===== config.mk =====
export PLATFORM = sky130hd
export DESIGN_NAME = mul2_sched
export DESIGN_NICKNAME = d
export VERILOG_FILES = /design/src/rtl/mul2_sched.sv
export SDC_FILE = /design/constraint.sdc
export NUM_CORES = 1
export LEC_CHECK = 0
export CAP_MARGIN = 15
export CORE_MARGIN = 5
export CORE_UTILIZATION = 50
export CTS_CLUSTER_SIZE = 30
export DETAILED_ROUTE_END_ITERATION = 8
export PLACE_DENSITY = 0.81
export REMOVE_ABC_BUFFERS = 1
export SLEW_MARGIN = 15
export SYNTH_ARGS = -nofsm -noshare
export SYNTH_HDL_FRONTEND = slang
export SYNTH_SLANG_ARGS = --single-unit
export TNS_END_PERCENT = 5

===== constraint.sdc =====
create_clock -name clk_mul -period 1.8 [get_ports clk_mul]
set_input_delay 0.18 -clock clk_mul [delete_from_list [all_inputs] [get_ports clk_mul]]
set_output_delay 0.18 -clock clk_mul [all_outputs]
set_load 0.05 [all_outputs]

===== src/rtl/mul2_sched.sv =====
// mul2_sched: control sequencer for the MUL2 4x4 matrix-squaring datapath.
// Loads external operands, runs n_iter back-to-back squarings with result
// feedback, then strobes the downstream capture register and signals done.
// Optional abort support is compiled in when MUL2_SCHED_ABORT_EN is defined.
// All outputs are Moore outputs decoded from the registered state, so the
// asynchronous reset clears them without waiting for a clock edge.
module mul2_sched #(
    parameter int ITER_W  = 4,
    parameter int MUL_LAT = 1   // legal range 1..8
) (
    input  logic              clk_mul,
    input  logic              rstn_mul,
    input  logic              start,
    input  logic [ITER_W-1:0] n_iter,
    output logic              busy,
    output logic              done,
    output logic              ld_in,
    output logic              sel_fb,
    output logic              en_mul,
    output logic              cap_out,
    output logic [ITER_W-1:0] iter_cnt
`ifdef MUL2_SCHED_ABORT_EN
    ,
    input  logic              abort,
    output logic              aborted
`endif
);

    // State encoding
    localparam logic [2:0] S_IDLE = 3'd0;
    localparam logic [2:0] S_LOAD = 3'd1;
    localparam logic [2:0] S_MUL  = 3'd2;
    localparam logic [2:0] S_WAIT = 3'd3;
    localparam logic [2:0] S_FB   = 3'd4;
    localparam logic [2:0] S_CAP  = 3'd5;
    localparam logic [2:0] S_DONE = 3'd6;

    // The wait counter counts down MUL_LAT-1 .. 0, so 3 bits cover 1..8.
    localparam logic [2:0]        WAIT_INIT = 3'(MUL_LAT - 1);
    localparam logic [ITER_W-1:0] ITER_ONE  = ITER_W'(1);

    logic [2:0]        r_state;
    logic [2:0]        w_state_next;
    logic [ITER_W-1:0] r_n_iter;
    logic [ITER_W-1:0] r_iter_cnt;
    logic [2:0]        r_wait_cnt;

    logic              w_accept;      // start taken in IDLE this cycle
    logic              w_wait_last;   // final cycle of the latency wait
    logic [ITER_W:0]   w_iter_p1;     // iter_cnt+1, one bit wider so it never wraps
    logic              w_more;        // another squaring still needed
    logic              w_abort;
    logic              w_abort_hit;   // abort honoured on this edge

`ifdef MUL2_SCHED_ABORT_EN
    logic r_aborted;
    assign w_abort = abort;
`else
    assign w_abort = 1'b0;
`endif

    assign w_accept    = (r_state == S_IDLE) && start;
    assign w_wait_last = (r_state == S_WAIT) && (r_wait_cnt == 3'd0);
    assign w_iter_p1   = {1'b0, r_iter_cnt} + {{ITER_W{1'b0}}, 1'b1};
    assign w_more      = (w_iter_p1 < {1'b0, r_n_iter});
    // Abort is only meaningful while work is in flight; IDLE and DONE ignore it.
    assign w_abort_hit = w_abort && (r_state != S_IDLE) && (r_state != S_DONE);

    // Next-state decode; an honoured abort overrides the normal sequence
    always_comb begin
        w_state_next = r_state;
        case (r_state)
            S_IDLE: begin
                if (start) begin
                    w_state_next = (n_iter == '0) ? S_DONE : S_LOAD;
                end
            end
            S_LOAD: w_state_next = S_MUL;
            S_MUL:  w_state_next = S_WAIT;
            S_WAIT: begin
                if (r_wait_cnt == 3'd0) begin
                    w_state_next = w_more ? S_FB : S_CAP;
                end
            end
            S_FB:   w_state_next = S_MUL;
            S_CAP:  w_state_next = S_DONE;
            S_DONE: w_state_next = S_IDLE;
            default: w_state_next = S_IDLE;
        endcase
        if (w_abort_hit) begin
            w_state_next = S_IDLE;
        end
    end

    // State register
    always_ff @(posedge clk_mul or negedge rstn_mul) begin
        if (!rstn_mul) begin
            r_state <= S_IDLE;
        end else begin
            r_state <= w_state_next;
        end
    end

    // Latch the iteration target when a run is accepted; later n_iter changes are ignored
    always_ff @(posedge clk_mul or negedge rstn_mul) begin
        if (!rstn_mul) begin
            r_n_iter <= '0;
        end else if (w_accept) begin
            r_n_iter <= n_iter;
        end
    end

    // Completed-squaring count: cleared on accept, bumped at the end of each wait, held in IDLE
    always_ff @(posedge clk_mul or negedge rstn_mul) begin
        if (!rstn_mul) begin
            r_iter_cnt <= '0;
        end else if (w_accept) begin
            r_iter_cnt <= '0;
        end else if (w_wait_last && !w_abort_hit) begin
            r_iter_cnt <= r_iter_cnt + ITER_ONE;
        end
    end

    // Latency counter: armed in MUL, counts down through WAIT
    always_ff @(posedge clk_mul or negedge rstn_mul) begin
        if (!rstn_mul) begin
            r_wait_cnt <= 3'd0;
        end else if (r_state == S_MUL) begin
            r_wait_cnt <= WAIT_INIT;
        end else if ((r_state == S_WAIT) && (r_wait_cnt != 3'd0)) begin
            r_wait_cnt <= r_wait_cnt - 3'd1;
        end
    end

`ifdef MUL2_SCHED_ABORT_EN
    // One-cycle abort acknowledge in the cycle after the abort edge
    always_ff @(posedge clk_mul or negedge rstn_mul) begin
        if (!rstn_mul) begin
            r_aborted <= 1'b0;
        end else begin
            r_aborted <= w_abort_hit;
        end
    end

    assign aborted = r_aborted;
`endif

    // Moore output decode: at most one of ld_in/en_mul/cap_out/done per state
    always_comb begin
        busy    = (r_state != S_IDLE);
        ld_in   = 1'b0;
        sel_fb  = 1'b0;
        en_mul  = 1'b0;
        cap_out = 1'b0;
        done    = 1'b0;
        case (r_state)
            S_LOAD: ld_in = 1'b1;
            S_FB: begin
                ld_in  = 1'b1;
                sel_fb = 1'b1;
            end
            S_MUL:  en_mul  = 1'b1;
            S_CAP:  cap_out = 1'b1;
            S_DONE: done    = 1'b1;
            default: begin
                ld_in = 1'b0;
            end
        endcase
    end

    assign iter_cnt = r_iter_cnt;

endmodule


Word-level counts from Yosys, hierarchy flattened
Cells that the tools add are included.

word-level totals
  bits of input ports = 7
  output and inout bits = 10
  memories = 0
  logic and storage cells = 42
  memory bits (writable) = 0
  flip-flop bits (word level) = 14
  bits in latches = 0
  ROM bits = 0

cells by class
  $add $sub $neg = 3
  multiply operators = 0
  div/mod/pow operators = 0
  reductions and logical operators = 12
  mux-type cells = 14
  bitwise operators = 0
  order comparisons = 1
  shifts and indexed selects = 0
  eq/ne operators = 8

operators with widths
  operator             count
  $mux 3               5
  $pmux 3 s5           1
  $eq 3x3->1 const B   3
  $mux 4               2
  $eq 3x2->1 const B   2
  $logic_not 3->1      2
  $mux 1               6
  $reduce_bool 3->1    2
  $add 4x1->5 const B  1
  $lt 5x4->1           1
  $add 4x1->4 const B  1
  $logic_not 4->1      1
  $reduce_bool 2->1    2
  $eq 3x1->1 const B   1
  $logic_and 1x1->1    3
  $sub 3x1->3 const B  1
  $ne 2x1->1 const B   1
  $ne 2x2->1 const B   1
  $reduce_and 2->1     1
  $reduce_or 2->1      1

Logic depth before layout (Yosys ltp)
  depth after elaboration = 5
  gate-level depth with buffers = 6
  depth with buffers taken out = 6

Least setup slack after synthesis
Ideal clock, no wire load.

  path type = reg2reg
  start = register r_state[0]
  end = register r_state[2]
  slack = -312 ps
  clock period less this slack = 2,112 ps
  required time = 1,722 ps
  stages on the path, launching flop included = 5
  data arrival time = 2,034 ps
  setup time = 78 ps
  buffers on the path = 1
  cells stage by stage = dfrtp_1 -> buf_4 -> inv_1 -> nor3b_1 -> o21bai_1

on the way
  cells in the longest elaborated chain, start to end = 3
  elaborated cells between the ends (all ways) = 11
  classes of those cells = eq/ne (7); mux (1); reduce/logical (3)

ends and longest elaborated chain
  what                                                            RTL line  text
  from (decl)                                                     42        logic [2:0] r_state;
  from (signal assigned)                                          100       r_state <= w_state_next;
  $eq 3x3->1, or another cell as far along                        72        case (r_state)
  $reduce_or 2->1 (no source line), or another cell as far along  n/a
  $pmux 3 s5 or $reduce_and 2->1 (tied branches)                  n/a

Parallel ways exist; a longest one is shown, timed or not.
A chain may end at the register's enable or synchronous reset.

Final worst setup path
  start = register r_state[2]
  end = output en_mul

on the way
  cells in the longest elaborated chain, start to end = 2

ends and longest elaborated chain
  what        RTL line  text
  $eq 3x2->1  156       case (r_state)
  $mux 1      156
  to (decl)   19        output logic en_mul,

No other way between the ends.

==> flow_summary.json <==
{
  "fp.dieW_um": 51.9,
  "ant_nets": 0,
  "synth_common_cells": "14 x dfrtp_1, 6 x ha_1, 6 x inv_1",
  "cp.buffers_inverters": 1,
  "synth_cell_types": 37,
  "cts.sink_count": 14,
  "synth.most_common_cell": "dfrtp_1",
  "finalMaxSlewViolations": 0,
  "antenna_cells": 0,
  "hold_buffers": 0,
  "critPathLaunchType": "flop",
  "utilization_pct": 67.4,
  "vias": 721,
  "netSwitchingFraction_pct": 47.0,
  "arrival_ps": 1520,
  "wl_per_cell_um": 15.0,
  "drt-vias-per-instance": 6.06,
  "seq_power_share_pct": 29.0,
  "placed_cell_area_mm2": 0.00109,
  "core_mm2": 0.00169,
  "status": "finished clean",
  "drive_gt1_share_pct": 23.5,
  "avgSynthCellArea_um2": 10.4,
  "hpwlAfterDp_mm": 1.32,
  "clk_path_buf_depth": 2,
  "rsz0062_at_grt": "false",
  "p_switching_mw": 0.996,
  "htreeDepth": 1,
  "grt_pass1_vias": 699,
  "final_cells": 119,
  "final-setup-viol-count": 0,
  "fin_nets": 116,
  "fin_ws_ps": 102,
  "p_per_area_mw_per_mm2": 1860,
  "endpoint_kind": "output pin",
  "antenna_found_initial": 0,
  "synth_top_area_cell": "dfrtp_1",
  "routed_wl_mm": 1.78,
  "worst_pin_slew_ps": 636,
  "drtPass1Iterations": 4,
  "io_buffers": 16,
  "required_ps": 1620,
  "area_growth_pct": 29.8,
  "start_util_pct": 51.9,
  "p_int_mw": 1.13,
  "power_frac_clock_pct": 11.0,
  "place_ws_ps": 108,
  "synth_area_leaders": "dfrtp_1 40%, ha_1 8.6%, nor3b_1 3.4%, a22o_1 3.0%, nor4b_4 2.7%",
  "pwr-share-comb_pct": 60.0,
  "wl_met3_um": 78,
  "crit_type": "reg -> out",
  "synth_top_area_share_pct": 39.9,
  "cts.clk_slew.worst_paths_ps": 90,
  "p_leak_nw": 0.486,
  "synth_warnings": 0,
  "critPathSlowestCell": "dfrtp_1",
  "peakVddDrop_mv": 1.05,
  "crit_path_cell_trace": "or2b_4 -> nor2_1 -> buf_12",
  "relSlewSlack_pct": 57.5,
  "drt_drc_violations_left": 0,
  "finalCriticalPeriod_ps": 1700,
  "crit_path_max_incr_delay_ps": 530,
  "synth_seq_cells": 14,
  "synth_edf_count": 0,
  "final_cell_area_mm2": 0.00114,
  "cts_tree": "yes",
  "ys_seq_area_share_pct": 39.9,
  "track_usage_pct": 15.2,
  "path_delay_family": "flip-flops",
  "cts_root_buf": "clkbuf_4",
  "dp.cells": 115,
  "synthArstFlopShare_pct": 100,
  "synthCells": 84,
  "fmax_mhz": 589,
  "clkLatencyLatePin_ps": 280,
  "num_rows": 15,
  "netlist_area_um2": 877,
  "dominantRegCellSynth": "dfrtp_1",
  "dieArea_mm2": 0.00269,
  "nFillCells": 139,
  "die_y_um": 51.9,
  "grt_max_degree": 15,
  "grt_pass1_wl_mm": 3.07,
  "cap_viol_max_count": 0,
  "top_layer": "met4",
  "numCtsBuffers": 3,
  "skew_ps": 0.852,
  "wl_met2_um": 885,
  "total_power_mw": 2.12,
  "hold_viol": 0,
  "hold_class": "in -> async",
  "gr-total-overflow": 0,
  "gp_congestion": 0.837,
  "io_pins": 17,
  "cp_max_fo": 12,
  "drt_iter0_drc": 11,
  "period_share_pct": 94.3,
  "met1_length_um": 804
}
state kept, by name (all words and copies together), names as in the netlist:
signal and flops:
iter_cnt 4, r_n_iter 4, r_state 3, r_wait_cnt 3
layout make-up:
| cell class | instances | area [um^2] | share of cell area [%] |
|---|---|---|---|
| multi-input combinational | 61 | 492 | 43.2 |
| timing repair buffer | 17 | 213 | 18.7 |
| sequential | 14 | 354 | 31.1 |
| clock buffer | 4 | 36.3 | 3.19 |
| tap | 17 | 21.3 | 1.87 |
| inverter | 6 | 22.5 | 1.98 |
cells by family (layout without fill, tap and decap cells):
group	count (synthesis)	count (layout)	share of synthesized area, %
simple gates	27	27	22.0
compound gates	22	22	18.0
flops	14	14	39.9
buf+inv	9	27	4.85
fa+ha+maj	6	6	8.56
xor+xnor	3	3	3.00
mux	3	3	3.71
worst register-to-register path: stages (launching register included):
cell	delay [ps]
dfrtp_2	440
ha_2	220
xor2_1	170
ha_1	290
o21a_1	110
o31ai_1	70
a311oi_1	280
final timing paths:
path | from | slack, ps | depth (start not counted) | to
worst max-delay path | r_state[2] | 100 | 3 | en_mul
worst min-delay path | rstn_mul | 280 | 1 | r_state[2]
worst max register to register | iter_cnt[0] | 130 | 6 | r_state[0]
worst min register to register | r_n_iter[0] | 530 | 1 | r_n_iter[0]
max in group asynchronous | rstn_mul | 1070 | 1 | r_state[0]
min in group clk_mul | n_iter[2] | 490 | 3 | r_n_iter[2]
placed cells by master, fill, tap and decap left out, types with 3 or more instances in the layout:
| cell | netlist | routed |
|---|---|---|
| dfrtp_1 | 14 | 11 |
| clkdlybuf4s50_1 | 0 | 9 |
| inv_1 | 6 | 6 |
| ha_1 | 6 | 5 |
| buf_12 | 0 | 5 |
| nor2_1 | 4 | 4 |
| nand2_1 | 4 | 4 |
| o21ai_0 | 4 | 4 |
| nor3b_1 | 4 | 3 |
| a22o_1 | 3 | 3 |
| nor2b_1 | 3 | 3 |
| a31oi_1 | 3 | 3 |
| clkbuf_4 | 0 | 3 |
| dfrtp_2 | 0 | 3 |
| buf_4 | 2 | 3 |
metrics by stage:
stage / hold WS [ps] / TNS (ps)
6_report: 282 / 0
5_1_grt: 319 / 0
3_3_place_gp: 495 / 0
2_1_floorplan: -116 / -723
4_1_cts: 301 / 0
3_5_place_dp: 515 / 0
routing by layer:
layer | vias to the layer above | global-route usage [%]
li1 | 349 | -
met1 | 351 | 19.0
met2 | 16 | 25.7
met3 | 5 | 3.72
met4 | 0 | 4.37
met5 | - | 0
power groups by stage:
stage | registers, mW | clock network, mW | logic [mW]
floorplan | 0.676 | 0 | 0.733
global placement | 0.598 | 0 | 1.24
detailed placement | 0.613 | 0 | 1.26
CTS | 0.609 | 0.235 | 1.28
global route | 0.647 | 0.257 | 1.35
finish | 0.615 | 0.233 | 1.27
what timing repair did:
| item | in CTS | in global routing |
|---|---|---|
| resized for setup | 1 | 4 |
| endpoints found under the setup margin | 1 | 3 |
| setup buffers | 0 | 0 |
No activity file was read; power rests on OpenSTA's default activity.
